## src/rtl/shift_add_mult_ctrl.sv

```systemverilog
// Sequencing controller for an iterative unsigned shift-add multiplier.
// One iteration per clock through a shared external 2*WIDTH-bit combinational adder.
module shift_add_mult_ctrl #(
    parameter int WIDTH      = 8,
    parameter bit EARLY_EXIT = 1'b0
) (
    input  logic                 clk,
    input  logic                 rst,
    input  logic                 start,
    input  logic [WIDTH-1:0]     a,
    input  logic [WIDTH-1:0]     b,
    output logic                 busy,
    output logic                 done,
    output logic [2*WIDTH-1:0]   product,
    output logic [2*WIDTH-1:0]   add_a,
    output logic [2*WIDTH-1:0]   add_b,
    input  logic [2*WIDTH-1:0]   add_sum
);

    localparam int CW = $clog2(WIDTH + 1);

    typedef enum logic [1:0] {S_IDLE, S_RUN, S_DONE} state_t;

    state_t               r_state;
    state_t               w_state_next;
    logic [2*WIDTH-1:0]   r_acc;
    logic [2*WIDTH-1:0]   r_mcand;
    logic [WIDTH-1:0]     r_mplier;
    logic [CW-1:0]        r_count;
    logic [2*WIDTH-1:0]   r_product;

    logic [2*WIDTH-1:0]   w_acc_step;
    logic [WIDTH-1:0]     w_mplier_step;
    logic [CW-1:0]        w_count_step;
    logic                 w_last;

    assign w_acc_step    = r_mplier[0] ? add_sum : r_acc;
    assign w_mplier_step = r_mplier >> 1;
    assign w_count_step  = CW'(r_count + 1'b1);
    // Early exit fires once no multiplier bits remain to contribute to the sum
    assign w_last        = (w_count_step == CW'(WIDTH)) ||
                           (EARLY_EXIT && (w_mplier_step == '0));

    always_ff @(posedge clk) begin
        if (rst) begin
            r_state <= S_IDLE;
        end else begin
            r_state <= w_state_next;
        end
    end

    always_comb begin
        w_state_next = r_state;
        case (r_state)
            S_IDLE:  if (start) w_state_next = S_RUN;
            S_RUN:   if (w_last) w_state_next = S_DONE;
            S_DONE:  w_state_next = S_IDLE;
            default: w_state_next = S_IDLE;
        endcase
    end

    always_comb begin
        busy  = (r_state != S_IDLE);
        done  = (r_state == S_DONE);
        add_a = '0;
        add_b = '0;
        if (r_state == S_RUN) begin
            add_a = r_acc;
            add_b = r_mcand;
        end
    end

    always_ff @(posedge clk) begin
        if (rst) begin
            r_acc     <= '0;
            r_mcand   <= '0;
            r_mplier  <= '0;
            r_count   <= '0;
            r_product <= '0;
        end else begin
            case (r_state)
                S_IDLE: begin
                    if (start) begin
                        r_acc    <= '0;
                        r_mcand  <= {{WIDTH{1'b0}}, a};
                        r_mplier <= b;
                        r_count  <= '0;
                    end
                end
                S_RUN: begin
                    r_acc    <= w_acc_step;
                    r_mcand  <= r_mcand << 1;
                    r_mplier <= w_mplier_step;
                    r_count  <= w_count_step;
                    if (w_last) r_product <= w_acc_step;
                end
                default: ;
            endcase
        end
    end

    assign product = r_product;

endmodule

```

## config.mk

```make
export PLATFORM = sky130hd
export DESIGN_NAME = shift_add_mult_ctrl
export DESIGN_NICKNAME = d
export VERILOG_FILES = /design/src/rtl/shift_add_mult_ctrl.sv
export SDC_FILE = /design/constraint.sdc
export NUM_CORES = 1
export LEC_CHECK = 0
export BUFFER_PORTS_ARGS = -buffer_cell sky130_fd_sc_hd__buf_2
export CORE_ASPECT_RATIO = 0.5
export CORE_MARGIN = 4
export CORE_UTILIZATION = 58
export CTS_BUF_LIST = sky130_fd_sc_hd__clkbuf_4 sky130_fd_sc_hd__clkbuf_8
export DETAILED_ROUTE_END_ITERATION = 10
export GPL_TIMING_DRIVEN = 0
export PLACE_DENSITY = 0.89
export REMOVE_ABC_BUFFERS = 1
export SKIP_CTS_REPAIR_TIMING = 1
export SLEW_MARGIN = 20
export SYNTH_ARGS = -nofsm -noshare
export SYNTH_HDL_FRONTEND = slang
export SYNTH_SLANG_ARGS = --single-unit
```

## constraint.sdc

```tcl
create_clock -name clk -period 4.8 [get_ports clk]
set_input_delay 1.2 -clock clk [delete_from_list [all_inputs] [get_ports clk]]
set_output_delay 1.2 -clock clk [all_outputs]
set_load 0.02 [all_outputs]
```

Word level (Yosys, flattened, before mapping)
Index checks and enable logic that the tools add are counted.
{"block": "op_classes", "addsub": 1, "n_mul": 0, "div": 0, "n_lt_le_gt_ge": 0, "n_eq_ne": 5, "shift": 0, "mux": 14, "bitwise_logic": 0, "reduce_logical": 6}
{"cell": "$mux W16", "n": 5}
{"cell": "$pmux W16 S2", "n": 2}
{"cell": "$pmux W8 S2", "n": 1}
{"cell": "$mux W8", "n": 1}
{"cell": "$pmux W4 S2", "n": 1}
{"cell": "$reduce_and A2 Y1", "n": 3}
{"cell": "$add A4 B1 Y4 const B", "n": 1}
{"cell": "$eq A4 B4 Y1 const B", "n": 1}
{"cell": "$mux W2", "n": 2}
{"cell": "$mux W4", "n": 1}
{"cell": "$ne A2 B2 Y1 const B", "n": 2}
{"cell": "$pmux W2 S2", "n": 1}
{"cell": "$reduce_bool A2 Y1", "n": 2}
{"cell": "$eq A2 B1 Y1 const B", "n": 1}
{"cell": "$eq A2 B2 Y1 const B", "n": 1}
{"cell": "$logic_not A2 Y1", "n": 1}
{"block": "totals", "register_bits": 62, "latch_bits": 0, "ram_bits": 0, "romBits": 0, "output_inout_bits": 50, "elab_cells": 32, "n_memories": 0}

Longest topological paths before layout
Gate-level depths: netlist of the first run.
{"block": "depth", "word_depth": 4, "ltp_mapped": 5, "ltp_nobuf": 4}

Least setup slack after synthesis of the first run
OpenSTA, ideal clock, no wires.
{"block": "synth_path", "path_kind": "flip-flop to output port", "from": "register r_state[1]", "to": "output add_a[10]", "arrival_ns": 1.267, "required_ns": 3.600, "setup_slack_ns": 2.333, "path_stages_with_launch": 6, "n_path_buf": 3, "path_cell_list": "dfxtp_1 buf_2 nor2b_2 buf_2 clkbuf_1 and2_1"}
{"block": "synth_between", "elab_chain_cells": 2}
{"item": "from (decl)", "line_no": "24", "rtl": "state_t r_state;"}
{"item": "from (signal assigned)", "line_no": "48", "rtl": "r_state <= w_state_next;"}
{"item": "$eq A2 B1 Y1", "line_no": "67", "rtl": "if (r_state == S_RUN) begin"}
{"item": "$mux W16", "line_no": "67"}
{"item": "to (decl)", "line_no": "15", "rtl": "output logic [2*WIDTH-1:0] add_a,"}
Every way passes these cells.

Worst setup path after layout of the first run
{"block": "layout_path", "from": "register r_state[0]", "to": "output add_b[5]"}
{"block": "layout_between", "elab_chain_cells": 2}
{"item": "$eq A2 B1 Y1", "line_no": "67"}
{"item": "$mux W16", "line_no": "67"}
{"item": "to (decl)", "line_no": "16", "rtl": "output logic [2*WIDTH-1:0] add_b,"}
Every way passes these cells.

==> results of run 1 <==
-- worst min-delay path by stage --
stage / start / endpoint
floorplan: r_acc[10] / r_acc[10]
global placement: r_acc[15] / r_acc[15]
detailed placement: r_acc[5] / r_acc[5]
CTS: r_acc[5] / r_acc[5]
global route: r_acc[13] / r_acc[13]
finish: r_acc[2] / r_acc[2]
-- metrics by stage --
stage                util  instances  power, mW  hold slack [ps]
detailed placement  0.687        443      0.677              476
global placement    0.681        442      0.666              457
global route        0.727        458       1.16              513
CTS                 0.727        458       1.12              490
floorplan               -        288      0.625              445
finish              0.727        458       1.12              490
-- synthesized netlist by cell type (all sizes together) (11+ instances only) --
cell and count:
a21oi 12, and2 32, buf 11, clkbuf 16, dfxtp 62, mux2 16
mux2i 16, nor2 43, nor2b 23, o2bb2ai 15
-- flip-flops by register name, summed over array words and instances, names as in the netlist --
register / flops
r_state: 2
r_acc: 16
r_mplier: 8
product: 16
r_mcand: 16
r_count: 4
-- power groups by stage --
stage,Sequential [mW],Combinational (mW),Clock [mW]
finish,0.551,0.114,0.452
global placement,0.561,0.105,0
floorplan,0.556,0.0691,0
global route,0.554,0.126,0.482
detailed placement,0.563,0.114,0
CTS,0.551,0.114,0.457
-- cell type report --
class	instances	area [um^2]	share of cell area
Tap cell	70	87.6	0.0244
Inverter	1	3.75	0.00105
Clock inverter	4	47.5	0.0133
Clock buffer	11	145	0.0405
Timing Repair Buffer	85	450	0.126
Multi-Input combinational cell	225	1610	0.449
Sequential cell	62	1240	0.346
-- layer usage --
layer | track usage | vias up
met5 | 0 | -
met4 | 0.0799 | 0
met3 | 0.0657 | 8
met2 | 0.396 | 61
met1 | 0.245 | 1205
li1 | - | 1229
-- cells by family after synthesis --
group,Yosys count
AOI/OAI and AO/OA,54
adders and majority gates,1
buffers and inverters,28
DFF,62
and+or+nand+nor,138
muxes,32
==> run metrics, run 1 <==
sequential area share after synthesis 0.417; initial antenna violation count 0; most frequent cells in the layout buf_2, dfxtp_1, nor2_1; Combinational Power Share 0.102; CP max stage delay slightly below 900 ps; Sw Ratio 0.250; Vias/cell between 5 and 6; clock sink count 62; Total GRT Usage 0.218; worst skew pair latency about 340 ps; P&R area growth vs syn 20.6%; met2 WL roughly 3400 um; crit path time final between 3000 and 4000 ps; multiplexer share of the synthesized area 0.127; internal power between 0.8 and 0.9 mW; WL per Instance 14.6 um; DR vias approximately 2500; first-pass GRT wire length 11000 um; CTS max path bufs 2; CP max FO 34; Critical Path Start r_state[0]; synthesized-area fraction occupied by adder cells 0.00421; IO Count 85; VDD IR max 0.183 mV; Die ar. 0.00641 mm^2; vias in the first global route approximately 2500; Critical-path top delay cell dfxtp_1; slew at the pin closest to its max-slew limit just over 1000 ps; hold depth 1; worst r2r src r_state[0]; endpoints failing hold 0; PnR worst setup slack ~1300 ps; Crit path depth 4; CP Launch Type flop; post-synth top area share 0.417; largest cells by area after synthesis dfxtp_1, and2_1, nor2_1, mux2i_1, mux2_4; pin count of the biggest net entering global routing 70; Synth Flop Type dfxtp_1; headroom to the max-slew limit 0.311; DR top layer met4; routed length on met1 between 2000 and 3000 um; post-route ant nets 0; CP bufs+invs 2; area leader, netlist dfxtp_1; Mapped Area between 0.002 and 0.003 mm^2; Critical R2R Capture product[9]; filler cell count roughly 360; Clk pwr share 0.404; nets 420; switching pwr 0.279 mW; # rows 18; asr flop ratio synth 0; Pwr Density 311 mW/mm^2; reg2reg setup slack between 2000 and 2500 ps; Synth Area in Compound Gates 0.147; XOR/XNOR Fraction of Synth Area 0; chip width about 110 um; mean area per synthesized cell 9.44 um^2; Clock Pin Slew Worst Setup and Hold Paths 60 ps; crit-path cells nor2b_4, buf_16, and2_1, buf_2; WL met3 about 380 um; gpl congestion a little under 0.8; EDFF count, synth 0; Setup Viol. Count Final 0; WS Path Type flop to output pin; grt ovf 0; crit end category output pin; Initial Util 0.603; DRC 0; root buf cell clkbuf_8; yosys warns 0; Final period util 0.731; Reg2Reg Depth 3; Ant. Diodes 0; Largest delay share family, worst path flip-flops; fraction of final layout cells sized beyond drive strength 1 0.335; run status completed; core area 0.00493 mm^2; Worst Skew around 6 ps; Slew Viols, Final 0; final instance area 0.00359 mm^2; largest family of logic cells by synthesized area simple AND/OR/NAND/NOR gates; maximum capacitance violations 0; Initial DRC Count around 120; CP required between 3000 and 4000 ps; most common cell after layout, fill and taps aside buf_2; RSZ-0062 raised after global routing false; TritonCTS clock tree yes; DP HPWL ~4600 um; Synth Instances about 320; H-Tree Depth 3; Inserted Clock Buffers 9; worst hold path class flop to flop; setup TNS 0 ps; final WL 6690 um; pre-CTS setup slack 1630 ps; Netlist cell types between 40 and 50; fmax between 200 and 300 MHz; Placed Area ~0.0034 mm^2; CP arrival about 2300 ps; P_leak ~1.7 nW; simple-gate share of the synthesized area 0.262; Seq pwr share 0.494; Critical path destination add_b[5]; port bufs between 80 and 90; Yosys reg bits 62; drt pass-1 iters 5; Die Span Y slightly below 60 um
(Power assumes the default switching activity.)
==> run 2, diff against run 1 <==
- ABC_AREA: not set -> 1
- CORE_UTILIZATION: 58 -> 53
- PLACE_DENSITY: 0.89 -> 0.83
- clock period: 4.8 -> 3.6 ns (I/O delays scaled with it)
==> run 2 against run 1 <==
Effect of this change:
- area after synthesis down 7.3%
- synthesized cell count increased by 26%
- count of clock-buffer cells in the layout up 2
- highest routed layer unchanged
- design area fell by 7.5%
- via count increased by 4.6%
- sequential cell count unchanged
- critical path type unchanged
- non-clock buffer count decreased by 1
==> run metrics, run 2 <==
worst skew pair latency 320 ps (-20 ps); worst hold path class flop to flop; DP HPWL 4130 um (-10%); final instance area 0.00332 mm^2 (-7.5%); run status completed; crit-path cells inv_2, nand2_4, clkinv_2, nand2_1, inv_1, buf_2; Largest delay share family, worst path buffers and inverters; Worst Skew 5.39 ps (-0.594 ps); vias in the first global route 2294 (-8.0%); crit path time final roughly 2800 ps; core area 0.00498 mm^2 (+0.91%); EDFF count, synth 0 (unchanged); gpl congestion 0.787 (+1.5%); WL per Instance 11.6 um (-20%); Slew Viols, Final 0 (unchanged); RSZ-0062 raised after global routing false; DR vias 2619 (+4.6%); Initial DRC Count 137 (+15%); endpoints failing hold 0 (unchanged); Inserted Clock Buffers 9 (unchanged); CP max FO 32 (-5.9%); Die ar. 0.00649 mm^2 (+1.3%); maximum capacitance violations 0 (unchanged); first-pass GRT wire length 10000 um (-8.4%); nets 505 (+20%); headroom to the max-slew limit 0.469 (+0.159); IO Count 85 (unchanged); fraction of final layout cells sized beyond drive strength 1 0.231 (-0.104); slew at the pin closest to its max-slew limit 796 ps (-237 ps); TritonCTS clock tree yes; filler cell count 476 (+31%); final WL 6290 um (-5.9%); Total GRT Usage 0.195 (-0.0225); Ant. Diodes 0 (unchanged); reg2reg setup slack 1750 ps (-580 ps); H-Tree Depth 3 (unchanged); mean area per synthesized cell 6.96 um^2 (-26%); grt ovf 0 (unchanged); sequential area share after synthesis 0.450 (+0.0328); most numerous cell in the Yosys netlist nand2_1; Mapped Area 0.00276 mm^2 (-7.3%); Initial Util 0.554 (-0.0489); PnR worst setup slack 825 ps (-467 ps); most common cell after layout, fill and taps aside nand2_1; Vias/cell 4.83 (-12%); P&R area growth vs syn 20.2%; crit end category output pin; Pwr Density 427 mW/mm^2 (+37%); DRC 0 (unchanged); fmax around 360 MHz; CP required 2700 ps (-900 ps); initial antenna violation count 0 (unchanged); setup TNS 0 ps (unchanged); port bufs 84 (unchanged); CTS max path bufs 2 (unchanged); yosys warns 0 (unchanged); pin count of the biggest net entering global routing 43 (-39%); Placed Area 0.00314 mm^2 (-7.5%); Critical-path top delay cell clkinv_2; CP Launch Type flop; most frequent cells in the layout nand2_1, buf_2, dfxtp_1; VDD IR max 0.256 mV (+40%); drt pass-1 iters 5 (unchanged); post-route ant nets 0 (unchanged); asr flop ratio synth 0 (unchanged); post-synth top area share 0.450 (+0.0328); Die Span Y 59.0 um (+0.63%); chip width 110 um (+0.68%); CP max stage delay 460 ps (-410 ps); Final period util 0.771; WS Path Type flop to output pin; Synth Flop Type dfxtp_1; Post-synth top cells nand2_1, dfxtp_1, inv_1; CP arrival 1870 ps (-440 ps); Clock Pin Slew Worst Setup and Hold Paths 60 ps (about the same); root buf cell clkbuf_8; largest cells by area after synthesis dfxtp_1, nand2_1, a21oi_1, inv_1, o21ai_0; Netlist cell types 22 (-46%); Yosys reg bits 62 (unchanged); Synth Instances 396 (+26%); pre-CTS setup slack 1100 ps (-528 ps); clock sink count 62 (unchanged); P_leak 1.72 nW (+4.1%); # rows 18 (unchanged); area leader, netlist dfxtp_1; CP bufs+invs 4 (+2); Setup Viol. Count Final 0 (unchanged)
run 2: layout make-up:
type	count	area [um^2]	share of cell area
tap	70	87.6	0.0264
inverter	55	208	0.0626
multi-input combinational	257	1180	0.356
sequential	62	1240	0.374
clock buffer	13	173	0.0521
timing repair buffer	84	420	0.127
clock inverter	1	5.00	0.00151
run 2: logic make-up (layout without fill, tap and decap cells):
| logic type | count (synthesis) | after routing | synth area share |
|---|---|---|---|
| and+or+nand+nor | 175 | 175 | 0.262 |
| AOI/OAI and AO/OA | 81 | 81 | 0.162 |
| buffers and inverters | 77 | 153 | 0.122 |
| DFF | 62 | 62 | 0.450 |
| adders and majority gates | 1 | 1 | 0.00454 |
run 2: metrics by stage:
stage,std cells,util,hold WS [ps],power [mW]
6_report,542,0.666,457,1.41
5_1_grt,542,0.666,480,1.48
4_1_cts,542,0.666,462,1.43
3_5_place_dp,528,0.630,454,0.883
3_3_place_gp,528,0.630,449,0.881
2_1_floorplan,374,-,435,0.827
run 2: path summary, 6_finish.rpt:
path | startpoint | endpoint | depth (start not counted)
worst min-delay path | product[3] | product[3] | 2
worst max-delay path | r_state[1] | add_b[7] | 6
worst max register to register | r_state[1] | product[14] | 8
worst min register to register | product[3] | product[3] | 2
run 2: tightest hold or removal path, delay by kind of cell (launching register included):
kind | cells | cell delay, ps
compound gates | 1 | 50
flops | 1 | 300
simple gates | 1 | 60
run 2: routing by layer:
| layer | wire length, um | track usage | vias up |
|---|---|---|---|
| met5 | 0 | 0 | - |
| met4 | 64 | 0.0639 | 0 |
| met3 | 359 | 0.0577 | 9 |
| met2 | 2950 | 0.323 | 64 |
| met1 | 2910 | 0.247 | 1152 |
| li1 | - | - | 1394 |
run 2: power by group:
group	switching (mW)	leakage [nW]	internal [mW]
combinational	0.0967	1.12	0.0493
sequential	0.0146	0.504	0.709
clock	0.240	0.0948	0.305
==> run 3, diff against run 2 <==
- CORE_UTILIZATION: 53 -> 48
- PLACE_DENSITY: 0.83 -> 0.8
- clock period: 3.6 -> 2.5 ns (I/O delays scaled with it)
==> run 3 against run 2 <==
Effect of this change:
- clock skew is essentially flat
- wire length up 1.1%
- first-iteration DRC count grew 24%
- combinational power increased by 44%
- die area grew 9.3%
- design area increased by 0.19%
- setup slack lost 590 ps
- count of clock-buffer cells in the layout grew 1
- critical path depth shrank 1
==> run metrics, run 3 (same netlist as run 2, synthesis figures left out) <==
P_leak 1.73 nW (+0.14%); CP arrival 1640 ps (-230 ps); Tot Pwr 2.04 mW (+44%); slew at the pin closest to its max-slew limit 773 ps (-23.2 ps); Total GRT Usage 0.181 (-0.0144); Die ar. 0.00710 mm^2 (+9.3%); reg2reg setup slack 760 ps (-990 ps); internal power 1.53 mW (+44%); Worst Skew 5.59 ps (+0.199 ps); CTS max path bufs 2 (unchanged); Multi-input gate area 0.00118 mm^2 (unchanged); CP max FO 32 (unchanged); CP max stage delay 400 ps (-60 ps); pin count of the biggest net entering global routing 43 (unchanged); Clk pwr share 0.385 (about the same); filler cell count 516 (+8.4%); Initial DRC Count 170 (+24%); Combinational Power Share 0.103 (about the same); Slew Viols, Final 0 (unchanged); grt ovf 0 (unchanged); TritonCTS clock tree yes; core area 0.00552 mm^2 (+11%); run status completed; worst skew pair latency 320 ps (about the same); WS Path Type flop to output pin; final WL 6360 um (+1.1%); Final period util 0.906; root buf cell clkbuf_8; Inserted Clock Buffers 9 (unchanged); vias in the first global route 2323 (+1.3%); most frequent cells in the layout nand2_1, buf_2, dfxtp_1; Sw Ratio 0.247 (-0.00103); VDD IR max 0.404 mV (+58%); Critical-path top delay cell dfxtp_1; Seq pwr share 0.512 (about the same); IO Count 85 (unchanged); switching pwr 0.503 mW (+43%); Vias/cell 4.86 (+0.67%); Pwr Density 613 mW/mm^2 (+44%); worst hold path class flop to flop; drt pass-1 iters 4 (-1); RSZ-0062 raised after global routing false; post-route ant nets 0 (unchanged); headroom to the max-slew limit 0.485 (+0.0154); fraction of final layout cells sized beyond drive strength 1 0.233 (+0.00163); chip width 115 um (+4.7%); first-pass GRT wire length 10100 um (+0.97%); most common cell after layout, fill and taps aside nand2_1; WL per Instance 11.7 um (+0.37%); port bufs 84 (unchanged); # rows 19 (+1); crit path time final around 2300 ps; crit end category output pin; clock sink count 62 (unchanged); CP Launch Type flop; nets 505 (unchanged); Seq. cell area 0.00124 mm^2 (unchanged); fmax around 440 MHz; CP required 1880 ps (-820 ps); Die Span Y 61.6 um (+4.4%); Ant. Diodes 0 (unchanged); maximum capacitance violations 0 (unchanged); endpoints failing hold 0 (unchanged); DRC 0 (unchanged); setup TNS 0 ps (unchanged); gpl congestion 0.779 (-1.1%); P&R area growth vs syn 20.5%; H-Tree Depth 3 (unchanged); DP HPWL 4250 um (+3.0%); DR vias 2656 (+1.4%); Initial Util 0.500 (-0.0540); Clock Pin Slew Worst Setup and Hold Paths 60 ps (about the same); crit-path cells nand2_4, inv_4, nand2_1, inv_1, buf_2; initial antenna violation count 0 (unchanged); Setup Viol. Count Final 0 (unchanged)
## run 3: final cells by class
cell class,instances,share of cell area
Clock buffer,14,0.0524
Clock inverter,1,0.00151
Inverter,55,0.0629
Multi-Input combinational cell,257,0.356
Sequential cell,62,0.374
Tap cell,73,0.0275
Timing Repair Buffer,84,0.127
## run 3: worst paths after layout
path	from	endpoint	cells after the start
hold reg to reg	product[4]	product[4]	2
setup / recovery	r_state[0]	add_b[8]	5
hold / removal	product[4]	product[4]	2
setup reg to reg	r_state[0]	product[15]	7
## run 3: routing by layer
layer,GRT usage,vias up,routed length [um]
met5,0,-,0
met4,0.0485,0,21
met3,0.0540,2,412
met2,0.320,63,3110
met1,0.221,1198,2820
li1,-,1393,-
## run 3: critical path, delay by kind of cell, from the launching register on
kind	cells	cell delay (ps)
simple gates	2	340
flops	1	400
buf+inv	3	560
## run 3: power by group through the flow
stage          Sequential (mW)  Combinational [mW]  Clock (mW)
4_1_cts                   1.04               0.210       0.800
3_3_place_gp              1.06               0.207           0
6_report                  1.04               0.210       0.784
3_5_place_dp              1.06               0.209           0
2_1_floorplan             1.06               0.133           0
5_1_grt                   1.05               0.241       0.842
## run 3: metrics by stage
step           instances  utilization  hold slack [ps]  cell area [um^2]  worst slack, ps
2_1_floorplan        374            -              435              2630              774
3_3_place_gp         531        0.570              449              3140              289
3_5_place_dp         531        0.570              452              3140              294
4_1_cts              546        0.602              461              3320            -18.8
5_1_grt              546        0.602              477              3320             83.1
6_report             546        0.602              461              3320              234
